### config.mk
export PLATFORM = sky130hd
export DESIGN_NAME = spi_send_engine
export DESIGN_NICKNAME = d
export VERILOG_FILES = /design/src/rtl/spi_send_engine.sv
export SDC_FILE = /design/constraint.sdc
export NUM_CORES = 1
export LEC_CHECK = 0
export CAP_MARGIN = 20
export CORE_MARGIN = 2
export CORE_UTILIZATION = 49
export DETAILED_ROUTE_END_ITERATION = 10
export GPL_TIMING_DRIVEN = 0
export PLACE_DENSITY_LB_ADDON = 0.12
export SYNTH_ARGS = -nofsm -noshare
export SYNTH_HDL_FRONTEND = slang
export SYNTH_SLANG_ARGS = --single-unit
export TNS_END_PERCENT = 100
### constraint.sdc
create_clock -name clk -period 1.8 [get_ports clk]
set_input_delay 0.36 -clock clk [delete_from_list [all_inputs] [get_ports clk]]
set_output_delay 0.36 -clock clk [all_outputs]
set_load 0.01 [all_outputs]
### src/rtl/spi_send_engine.sv
`timescale 1ns/1ps
// spi_send_engine: SPI master transmit engine (mode 0, MSB first).
// Frames a stream of words under one chip select and owns the shared SPI
// bus (mutex) for the whole frame; never claims the bus while bus_busy.
// Ports:
//   clk, rst        clock, asynchronous active-low reset
//   tx_valid/tx_data/tx_last/tx_ready   word stream in (tx_ready combinational)
//   bus_busy        read engine owns the bus
//   mutex           this engine owns the bus
//   send_spi_sclk, send_spi_cs, spi_mosi   SPI pins
//   done            one-cycle pulse at frame completion
module spi_send_engine #(
  parameter int unsigned CLK_DIV  = 4,
  parameter int unsigned DATA_W   = 8,
  parameter int unsigned CS_SETUP = 2,
  parameter int unsigned CS_HOLD  = 2
) (
  input  logic              clk,
  input  logic              rst,
  input  logic              tx_valid,
  input  logic [DATA_W-1:0] tx_data,
  input  logic              tx_last,
  output logic              tx_ready,
  input  logic              bus_busy,
  output logic              mutex,
  output logic              send_spi_sclk,
  output logic              send_spi_cs,
  output logic              spi_mosi,
  output logic              done
);

  localparam int unsigned HALF_W  = $clog2(CLK_DIV) + 1;
  localparam int unsigned BIT_W   = $clog2(DATA_W) + 1;
  localparam int unsigned DLY_MAX = (CS_SETUP > CS_HOLD) ? CS_SETUP : CS_HOLD;
  localparam int unsigned DLY_W   = $clog2(DLY_MAX) + 1;

  typedef enum logic [2:0] {
    S_IDLE,
    S_SETUP,
    S_SHIFT,
    S_NEXT,
    S_HOLD,
    S_RELEASE
  } state_t;

  state_t              state_q, state_d;
  logic [HALF_W-1:0]   half_q, half_d;
  logic [BIT_W-1:0]    bit_q, bit_d;
  logic [DLY_W-1:0]    dly_q, dly_d;
  logic [DATA_W-1:0]   sreg_q, sreg_d;
  logic                last_q, last_d;
  logic                mutex_q, mutex_d;
  logic                sclk_q, sclk_d;
  logic                cs_q, cs_d;
  logic                mosi_q, mosi_d;
  logic                done_q, done_d;
  logic                accept_c;

  // Ready only in IDLE (when the bus is free) or between words of a frame.
  assign tx_ready = rst && (((state_q == S_IDLE) && !bus_busy) || (state_q == S_NEXT));
  assign accept_c = tx_valid && tx_ready;

  assign mutex         = mutex_q;
  assign send_spi_sclk = sclk_q;
  assign send_spi_cs   = cs_q;
  assign spi_mosi      = mosi_q;
  assign done          = done_q;

  // State and output registers; reset aborts a frame with no CS hold.
  always_ff @(posedge clk or negedge rst) begin
    if (!rst) begin
      state_q <= S_IDLE;
      half_q  <= '0;
      bit_q   <= '0;
      dly_q   <= '0;
      sreg_q  <= '0;
      last_q  <= 1'b0;
      mutex_q <= 1'b0;
      sclk_q  <= 1'b0;
      cs_q    <= 1'b1;
      mosi_q  <= 1'b1;
      done_q  <= 1'b0;
    end else begin
      state_q <= state_d;
      half_q  <= half_d;
      bit_q   <= bit_d;
      dly_q   <= dly_d;
      sreg_q  <= sreg_d;
      last_q  <= last_d;
      mutex_q <= mutex_d;
      sclk_q  <= sclk_d;
      cs_q    <= cs_d;
      mosi_q  <= mosi_d;
      done_q  <= done_d;
    end
  end

  // Next-state and next-output logic.
  always_comb begin
    state_d = state_q;
    half_d  = half_q;
    bit_d   = bit_q;
    dly_d   = dly_q;
    sreg_d  = sreg_q;
    last_d  = last_q;
    mutex_d = mutex_q;
    sclk_d  = sclk_q;
    cs_d    = cs_q;
    mosi_d  = mosi_q;
    done_d  = 1'b0;

    case (state_q)
      S_IDLE: begin
        if (accept_c) begin
          sreg_d  = tx_data;
          last_d  = tx_last;
          mutex_d = 1'b1;
          cs_d    = 1'b0;
          mosi_d  = tx_data[DATA_W-1];
          dly_d   = '0;
          state_d = S_SETUP;
        end
      end

      S_SETUP: begin
        if (dly_q == DLY_W'(CS_SETUP - 1)) begin
          dly_d   = '0;
          half_d  = '0;
          bit_d   = '0;
          sclk_d  = 1'b0;
          state_d = S_SHIFT;
        end else begin
          dly_d = dly_q + DLY_W'(1);
        end
      end

      // Low phase then high phase per bit; mosi advances only when a new
      // low phase starts, so it is stable around the rising edge.
      S_SHIFT: begin
        if (half_q == HALF_W'(CLK_DIV - 1)) begin
          half_d = '0;
          if (!sclk_q) begin
            sclk_d = 1'b1;
          end else begin
            sclk_d = 1'b0;
            if (bit_q == BIT_W'(DATA_W - 1)) begin
              bit_d   = '0;
              dly_d   = '0;
              state_d = last_q ? S_HOLD : S_NEXT;
            end else begin
              bit_d  = bit_q + BIT_W'(1);
              sreg_d = sreg_q << 1;
              mosi_d = sreg_d[DATA_W-1];
            end
          end
        end else begin
          half_d = half_q + HALF_W'(1);
        end
      end

      // Between words: CS stays low and mosi keeps the last bit.
      S_NEXT: begin
        if (accept_c) begin
          sreg_d  = tx_data;
          last_d  = tx_last;
          mosi_d  = tx_data[DATA_W-1];
          half_d  = '0;
          bit_d   = '0;
          state_d = S_SHIFT;
        end
      end

      S_HOLD: begin
        if (dly_q == DLY_W'(CS_HOLD - 1)) begin
          cs_d    = 1'b1;
          mosi_d  = 1'b1;
          done_d  = 1'b1;
          state_d = S_RELEASE;
        end else begin
          dly_d = dly_q + DLY_W'(1);
        end
      end

      // CS already high; keep the bus one more cycle so CS rises inside ownership.
      S_RELEASE: begin
        mutex_d = 1'b0;
        state_d = S_IDLE;
      end

      default: state_d = S_IDLE;
    endcase
  end

endmodule

==> results.sh <==
export IMPL_tightest_slew_ns=0.6351
export IMPL_timing_setup_critical_path_class="reg2out"
export IMPL_grt_start_max_net_pins=16
export IMPL_slew_limit_headroom=0.5757
export IMPL_hold_class="in2async"
export IMPL_globalplace_congestion=0.8471
export IMPL_pin_count=19
export IMPL_powerDensity_mw_per_mm2=1536
export IMPL_ys_top_cells_by_area="dfrtp_1 38%, mux2_2 11%, dfstp_2 3.5%"
export IMPL_yosys_area_top_type="dfrtp_1"
export IMPL_cts_buffer_depth=2
export IMPL_synth_distinct_cells=40
export IMPL_avgSynthCellArea_sq_um=9.797
export IMPL_syn_nets=170
export IMPL_ir_drop_mv=0.8734
export IMPL_r2r_end="sreg_q[2]$_DFFE_PN0P_"
export IMPL_clkTransAtPathRegs_ns=0.14
export IMPL_max_clock_freq_ghz=0.5100
export IMPL_cts_max_level=1
export IMPL_num_vias=1356
export IMPL_drv_cap=0
export IMPL_end_kind="output pin"
export IMPL_grt_use_total=0.2292
export IMPL_cts_root_buf="clkbuf_4"
export IMPL_tritoncts="built"
export IMPL_drive_above_1_share=0.3351
export IMPL_cp_data_arrival_time_ns=1.60
export IMPL_io_buffers=18
export IMPL_die_w_um=59.31
export IMPL_r2r_cells=7
export IMPL_grt_pass1_vias=1372
export IMPL_coreArea_sq_mm=0.002978
export IMPL_grt_pass1_wl_mm=6.134
export IMPL_fin_worst_hold_slack_ns=0.06097
export IMPL_ys_seq_elements=25
export IMPL_grt_overflow_total=0
export IMPL_drt_first_pass_iters=4
export IMPL_period_share=1.089
export IMPL_route_detailed_drc=0
export IMPL_dp_hpwl_mm=2.484
export IMPL_synth_edf_count=0
export IMPL_fillerInstances=234
export IMPL_drt_iter0_markers=58
export IMPL_rsz0062_at_grt="true"
export IMPL_r2r_start="state_q[0]$_DFFE_PN0P_"
export IMPL_fin_crit_ns=1.961
export IMPL_routed_wl_mm=3.840
export IMPL_reg2reg_slack_ns=-0.13
export IMPL_crit_path_end="tx_ready"
export IMPL_critPathRequiredTime_ns=1.44
export IMPL_fin_util=0.6798
export IMPL_synthTopCellsByCount="23 x dfrtp_1, 15 x mux2_2, 14 x nor2_1, 13 x nand2_1, 8 x a21oi_1"
export IMPL_syn2layout_area_growth_pct=35.06
export IMPL_status="finished with violations"
export IMPL_yosysWarningCount=0
export IMPL_cp_max_fo=5
export IMPL_netlist_instances=153
export IMPL_antenna_found_initial=0
export IMPL_die_h_um=59.31
export IMPL_vias_per_cell=5.974
export IMPL_seq_area_frac_synth=0.4190
export IMPL_synth_top_area_frac=0.3840
export IMPL_design_die_area_sq_mm=0.003518
export IMPL_synth_flop_cell="dfrtp_1"
export IMPL_violations="setup timing"
export IMPL_wire_per_inst_um=16.92
export IMPL_numCtsBuffers=3
export IMPL_diodes=0
export IMPL_cts_sinks=25
export IMPL_p_leak_uw=0.0009539
export IMPL_final_nets=212
export IMPL_preCtsSetupSlack_ns=-1.147
export IMPL_setup_violations=12
export IMPL_hold_viol_final=0
export IMPL_syn_cell_area_sq_mm=0.001499
export IMPL_power_total_uw=3110
export IMPL_worstSetupStartpoint="state_q[0]$_DFFE_PN0P_"
export IMPL_yosysMostFrequentCell="dfrtp_1"
export IMPL_rows=20
export IMPL_clock_latency_ns=0.32
export IMPL_skew_ns=0.01230
export IMPL_initial_core_util=0.5034
export IMPL_postRouteAntennaNets=0
export IMPL_async_flop_share=1.000
export IMPL_cp_start_kind="register"
export IMPL_report_final_slew_viol_count=0
export IMPL_layout_setup_ws_ns=-0.1607
[timing repair]
| item | CTS | global route |
|---|---|---|
| pin swaps | 8 | 3 |
| hold endpoints to repair | 0 | 8 |
| setup buffers | 16 | 3 |
| endpoints found under the setup margin | 18 | 16 |
| hold buffers | 0 | 1 |
| gates resized for setup | 23 | 18 |
[flip-flops by register name, summed over array words and instances (netlist names)]
register / count
sreg_q: 7
bit_q: 4
half_q: 3
state_q: 3
dly_q: 2
done: 1
last_q: 1
mutex: 1
send_spi_cs: 1
send_spi_sclk: 1
spi_mosi: 1
[critical path, stage by stage, from the launching register on]
cell	delay (ns)
dfrtp_1	0.42
buf_6	0.13
or3_4	0.32
a21oi_2	0.15
and2_1	0.14
buf_2	0.12
[power breakdown]
group          leakage [uW]  total, uW  internal (uW)  switching, uW
logic              0.000631       1960           1120            839
registers          0.000308        893            759            134
clock network     0.0000150        255           86.7            168
total              0.000954       3110           1970           1140
[per-stage QoR]
stage          instances  cell area [sq um]  TNS [ns]
2_1_floorplan        153               1505   -0.1561
3_3_place_gp         204               1727    -26.49
3_5_place_dp         205               1742    -15.17
4_1_cts              223               1944   -0.3747
5_1_grt              227               2024    -2.104
6_report             227               2024    -1.323
[layout make-up]
class	count	area, sq um	share of cell area
Tap cell	33	41.29	0.02040
Sequential cell	25	630.6	0.3115
Timing Repair Buffer	39	374.1	0.1848
Buffer	6	37.54	0.01854
Multi-Input combinational cell	115	895.9	0.4425
Clock buffer	4	26.28	0.01298
Inverter	5	18.77	0.009271
[cell families after synthesis]
kind of cell,after synthesis,share of synthesized area
adders and majority gates,4,0.03339
and+or+nand+nor,58,0.2162
muxes,18,0.1336
AOI/OAI and AO/OA,35,0.1628
DFF,25,0.4190
buffers and inverters,13,0.03505
[layer usage]
metal / up-vias / global-route usage / share of wire
met2: 53 / 0.3925 / 0.49
met5: - / 0 / 0
met3: 6 / 0.03493 / 0.069
li1: 633 / - / -
met1: 664 / 0.3000 / 0.43
met4: 0 / 0.06169 / 0.014
[placed cells by master, fill, tap and decap left out, drive strengths merged]
cell,instances
a21bo,1
a21o,3
a21oi,8
a221o,3
a22o,4
a2bb2oi,3
a31oi,1
and2,1
and3,1
and3b,2
buf,26
clkbuf,6
clkdlybuf4s50,13
dfrtp,23
dfstp,2
dlygate4sd2,1
dlygate4sd3,1
dlymetal6s2s,2
ha,4
inv,5
mux2,16
mux2i,2
nand2,13
nand2b,5
nand3,2
nand3b,3
nand4,2
nand4b,2
nor2,14
nor2b,4
nor3,4
nor3b,1
nor4,1
o211ai,1
o21a,2
o21ai,6
o22ai,2
o41ai,1
or3,1
or3b,2
[worst min path at each step]
stage,cells after the start,slack (ns),end,from
finish,2,0.06,state_q[1]$_DFFE_PN0P_,rst
global route,1,0.06,send_spi_cs$_DFFE_PN1P_,rst
CTS,1,0.02,last_q$_DFFE_PN0P_,rst
detailed placement,2,0.47,send_spi_cs$_DFFE_PN1P_,send_spi_cs$_DFFE_PN1P_
global placement,2,0.46,send_spi_cs$_DFFE_PN1P_,send_spi_cs$_DFFE_PN1P_
floorplan,0,0.06,bit_q[0]$_DFFE_PN0P_,rst
No activity file was read; power rests on OpenSTA's default activity.
